File: src/rtl/sipo.sv
// -----------------------------------------------------------------------------
// sipo -- serial-in / parallel-out beat packer
//
// Packs narrow DATA_IN_WIDTH beats into one DATA_OUT_WIDTH word. The first
// beat of a word lands in the least-significant slot. A word is emitted when
// all NUM_SLOTS slots are filled or when a beat arrives with IN_LAST set. In
// that case the unfilled upper slots are zero and OUT_KEEP marks which slots
// hold received data.
//
// Handshake (both sides): a transfer happens on a rising CLK edge where
// valid and ready are both 1. A valid word holds OUT_DAT/OUT_KEEP/OUT_LAST
// stable until it is taken. IN_RDY never looks at IN_VLD, IN_LAST or IN_DAT.
// It does follow OUT_RDY combinationally, so that a full output register can
// be drained and refilled in the same cycle.
//
// Ports
//   CLK       in   clock, all state updates on the rising edge
//   RST       in   synchronous active-high reset
//   IN_VLD    in   input beat valid
//   IN_LAST   in   input beat ends a packet
//   IN_DAT    in   input beat data [DATA_IN_WIDTH]
//   IN_RDY    out  input beat accepted this cycle when IN_VLD is 1
//   OUT_DAT   out  packed word [DATA_OUT_WIDTH]
//   OUT_KEEP  out  per-slot "holds received data" flags [NUM_SLOTS]
//   OUT_VLD   out  packed word valid
//   OUT_LAST  out  packed word ends a packet
//   OUT_RDY   in   downstream accepts the word
// -----------------------------------------------------------------------------
module sipo #(
    parameter int DATA_IN_WIDTH  = 16,
    parameter int DATA_OUT_WIDTH = 64
) (
    input  logic                                      CLK,
    input  logic                                      RST,
    input  logic                                      IN_VLD,
    input  logic                                      IN_LAST,
    input  logic [DATA_IN_WIDTH-1:0]                  IN_DAT,
    output logic                                      IN_RDY,
    output logic [DATA_OUT_WIDTH-1:0]                 OUT_DAT,
    output logic [DATA_OUT_WIDTH/DATA_IN_WIDTH-1:0]   OUT_KEEP,
    output logic                                      OUT_VLD,
    output logic                                      OUT_LAST,
    input  logic                                      OUT_RDY
);

    // DATA_OUT_WIDTH must be an integer multiple of DATA_IN_WIDTH, giving at
    // least two slots.
    localparam int NUM_SLOTS = DATA_OUT_WIDTH / DATA_IN_WIDTH;
    localparam int CNT_W     = $clog2(NUM_SLOTS);
    localparam logic [CNT_W-1:0] LAST_SLOT = CNT_W'(NUM_SLOTS - 1);

    logic [DATA_OUT_WIDTH-1:0] acc;        // slots already filled for the current word
    logic [CNT_W-1:0]          cnt;        // slot the next accepted beat goes to
    logic [DATA_OUT_WIDTH-1:0] merged;     // acc with the current beat dropped into slot cnt
    logic [NUM_SLOTS-1:0]      keep_next;  // slots [cnt:0] set
    logic                      in_fire;
    logic                      out_fire;
    logic                      final_beat;

    assign IN_RDY     = !RST && (!OUT_VLD || OUT_RDY);
    assign in_fire    = IN_VLD && IN_RDY;
    assign out_fire   = OUT_VLD && OUT_RDY;
    assign final_beat = (cnt == LAST_SLOT) || IN_LAST;

    // Slots above cnt in acc are always zero, so replacing slot cnt with the
    // beat gives the word with unfilled slots already cleared.
    always_comb begin
        merged    = acc;
        keep_next = '0;
        for (int i = 0; i < NUM_SLOTS; i++) begin
            if (cnt == CNT_W'(i)) begin
                merged[i*DATA_IN_WIDTH +: DATA_IN_WIDTH] = IN_DAT;
            end
            keep_next[i] = (CNT_W'(i) <= cnt);
        end
    end

    // Pack side: accumulator and slot counter.
    always_ff @(posedge CLK) begin
        if (RST) begin
            acc <= '0;
            cnt <= '0;
        end else if (in_fire) begin
            if (final_beat) begin
                acc <= '0;
                cnt <= '0;
            end else begin
                acc <= merged;
                cnt <= cnt + CNT_W'(1);
            end
        end
    end

    // Output register. A final beat can only be accepted when the register is
    // empty or being drained this cycle, so loading it takes priority over
    // clearing it: the new word simply replaces the departing one.
    always_ff @(posedge CLK) begin
        if (RST) begin
            OUT_DAT  <= '0;
            OUT_KEEP <= '0;
            OUT_LAST <= 1'b0;
            OUT_VLD  <= 1'b0;
        end else if (in_fire && final_beat) begin
            OUT_DAT  <= merged;
            OUT_KEEP <= keep_next;
            OUT_LAST <= IN_LAST;
            OUT_VLD  <= 1'b1;
        end else if (out_fire) begin
            OUT_DAT  <= '0;
            OUT_KEEP <= '0;
            OUT_LAST <= 1'b0;
            OUT_VLD  <= 1'b0;
        end
    end

endmodule
File: config.mk
export PLATFORM = sky130hd
export DESIGN_NAME = sipo
export DESIGN_NICKNAME = d
export VERILOG_FILES = /design/src/rtl/sipo.sv
export SDC_FILE = /design/constraint.sdc
export NUM_CORES = 1
export LEC_CHECK = 0
export ABC_AREA = 1
export CORE_AREA = 5 5 110 112
export CTS_CLUSTER_SIZE = 28
export DETAILED_ROUTE_END_ITERATION = 7
export DIE_AREA = 0 0 115 117
export HOLD_SLACK_MARGIN = 0.08
export PLACE_DENSITY_LB_ADDON = 0.12
export SLEW_MARGIN = 15
export SYNTH_ARGS = -nofsm -noshare
export SYNTH_HDL_FRONTEND = slang
export SYNTH_SLANG_ARGS = --single-unit
File: constraint.sdc
create_clock -name CLK -period 4.28 [get_ports CLK]
set_input_delay 1.07 -clock CLK [delete_from_list [all_inputs] [get_ports CLK]]
set_output_delay 1.07 -clock CLK [all_outputs]
set_load 0.01 [all_outputs]
==> results.json <==
{
  "clock_latency_ns": 0.42,
  "cts_resized": 0,
  "endpoint_kind": "primary output",
  "worstMarginPinSlew_ns": 0.876,
  "hold_violations": 0,
  "cpMostUsedCell": "clkdlybuf4s50_1",
  "dieHeight_microns": 117,
  "hold_path_depth": 2,
  "status": "finished clean",
  "setup_viol": 0,
  "timing.critical_path.cells": "clkdlybuf4s50_1 -> inv_1 -> a21oi_4 -> clkdlybuf4s50_1",
  "synth_nets": 841,
  "grt_max_degree": 70,
  "grt_pass1_wl_microns": 26300,
  "dieArea_sq_mm": 0.0135,
  "pwr-share-comb": 0.087,
  "synth_top_cell_by_area": "dfxtp_1",
  "slew_violations": 0,
  "worst_clock_skew_ns": 0.00797,
  "post-route-period-util": 0.805,
  "slowest_delay_ns": 0.55,
  "worstPathArrival_ns": 2.38,
  "routed_wl_microns": 16300,
  "async_flop_share": 0,
  "cellPowerDensity_mw_per_mm2": 407,
  "synth-seq-cells": 135,
  "yosysSeqAreaShare": 0.456,
  "synth_enable_flop_cells": 0,
  "grt_overflow": 0,
  "p_seq_frac": 0.440,
  "area_growth_pct": 21.7,
  "cts_buffers": 17,
  "drv_cap": 0,
  "cp-start-kind": "input port",
  "grt_setup_unrepaired": "no",
  "critPathMaxFanout": 2,
  "initial_core_util": 0.533,
  "fin_cells": 1007,
  "ys_types": 22,
  "cts_tree": "built",
  "final_common_cell": "nand2_1",
  "irDropWorstVdd_uv": 315,
  "fp.dieW_microns": 115,
  "track_usage": 0.248,
  "worstHoldEndpoint": "acc[50]",
  "holdCritStartpoint": "acc[50]",
  "core_area_sq_mm": 0.0111,
  "timing.rr.end": "acc[61]",
  "required_ns": 3.21,
  "fp-row-count": 39,
  "hold_class": "flip-flop to flip-flop",
  "ctsHoldBuffers": 0,
  "p_sw_uw": 692,
  "relSlewSlack": 0.415,
  "ys.flop_type": "dfxtp_1",
  "clk_pin_slew_ns": 0.05,
  "fin_tns_setup_ns": 0,
  "gp_congestion": 0.819,
  "final_cell_mix": "261 x nand2_1, 135 x dfxtp_1, 118 x nand3_1, 89 x clkdlybuf4s50_1, 69 x a21oi_1",
  "dr.pass1.iters": 5,
  "synth_area_sq_mm": 0.00593,
  "root_buffer": "clkbuf_16",
  "cts_setup_buffers": 0,
  "routed_via_density": 5.64,
  "grt_pass1_vias": 5241,
  "vias": 5684,
  "dp_hpwl_microns": 10300,
  "drive_gt1_frac": 0.0486,
  "fin_util": 0.648,
  "nets": 879,
  "slowest_stage": "clkdlybuf4s50_1",
  "io_pins": 92,
  "synthCells": 816,
  "crit_buf_inv": 3,
  "num_antenna_cells": 0,
  "synth_area_leaders": "dfxtp_1 46%, nand2_1 17%, nand3_1 10%, nand4_1 7.0%, a21oi_1 5.8%",
  "htree_levels": 4,
  "first_iter_violations": 704,
  "wl_per_cell_microns": 16.2,
  "p_clk_frac": 0.473,
  "crit_type": "input port to primary output",
  "netlist.area_leader.share": 0.456,
  "antenna_found_initial": 0,
  "numPlacedInstances": 978,
  "clock-sinks": 135,
  "finalPower_uw": 2940,
  "io_buffers": 91,
  "r2r_slack_ns": 1.17,
  "leakagePower_uw": 0.00268,
  "ys_warn_count": 0,
  "critPathTopFamily": "buffers and inverters",
  "remaining_drc_errors": 0,
  "cts.path.max_buffers": 2,
  "timing.rr.start": "cnt[0]",
  "period_minus_slack_ns": 3.45,
  "final.fill_count": 991,
  "p_int_uw": 2240,
  "syn_avg_cell_area_sq_um": 7.26,
  "switching_share": 0.236,
  "drtAntennaViolNets": 0,
  "rr_worst_depth": 6,
  "fmax_mhz": 290
}
[through the flow]
step	hold slack (ns)	instance area [sq um]	setup slack, ns
final	0.443	7210	0.834
after global routing	0.464	7210	0.804
after CTS	0.443	7210	0.883
after detailed placement	0.435	6650	0.795
after global placement	0.432	6650	0.889
after floorplan	0.424	5930	1.63
[worst reg2reg max path, delay by kind of cell (launching register included)]
| kind | cells | cell delay, ns |
|---|---|---|
| AND/OR/NAND/NOR | 3 | 1.12 |
| buffers and inverters | 2 | 0.88 |
| flip-flops | 1 | 0.36 |
| adder cells (fa/ha/maj) | 1 | 0.62 |
[synth_stat cells, types with 2 or more instances]
master and count:
o21ai_0 30, buf_6 5, o21ai_1 20, a21oi_1 69, buf_4 11, inv_2 2
buf_1 3, nand2_1 262, nand3_1 118, ha_1 4, inv_1 7, clkinv_1 2
buf_2 41, nand4_1 66, dfxtp_1 135, nor2_1 16, clkbuf_1 20
[flip-flops by register name (all words and copies together), names as in the netlist]
name      count
OUT_DAT      64
OUT_KEEP      4
OUT_LAST      1
acc          64
cnt           2
[how the worst max path moves through the flow]
stage | startpoint | to | cells past startpoint
finish | OUT_RDY | IN_RDY | 4
global route | cnt[1] | acc[56] | 6
CTS | OUT_RDY | IN_RDY | 4
detailed placement | IN_LAST | acc[56] | 6
global placement | IN_LAST | acc[57] | 6
floorplan | RST | IN_RDY | 3
[layer usage]
layer  wire length (microns)  vias up  global-route usage
met3                     940       34              0.0571
met5                       0        -                   0
met2                    7700      154               0.397
li1                        -     2842                   -
met4                     437        0               0.105
met1                    7260     2654               0.323
[area by class of cell]
class / instances / area [sq um] / area share
Multi-Input combinational cell: 589 / 2760 / 0.382
Sequential cell: 135 / 2700 / 0.375
Timing Repair Buffer: 99 / 973 / 0.135
Clock buffer: 25 / 485 / 0.0673
Tap cell: 143 / 179 / 0.0248
Clock inverter: 4 / 70.1 / 0.00971
Inverter: 12 / 47.5 / 0.00659
[kinds of logic (layout without fill, tap and decap cells)]
| family | after synthesis | count (layout) | synth area share |
|---|---|---|---|
| adders and majority gates | 4 | 4 | 0.00844 |
| buffers and inverters | 92 | 140 | 0.0806 |
| AOI/OAI and AO/OA | 120 | 120 | 0.103 |
| and+or+nand+nor | 465 | 465 | 0.352 |
| DFF | 135 | 135 | 0.456 |
[power by group through the flow]
stage,Combinational [uW],Sequential (uW),Clock [uW]
floorplan,172,1320,0
global placement,247,1320,0
detailed placement,252,1320,0
CTS,254,1290,1400
global route,280,1290,1450
finish,256,1290,1390
No activity file was read; power rests on OpenSTA's default activity.
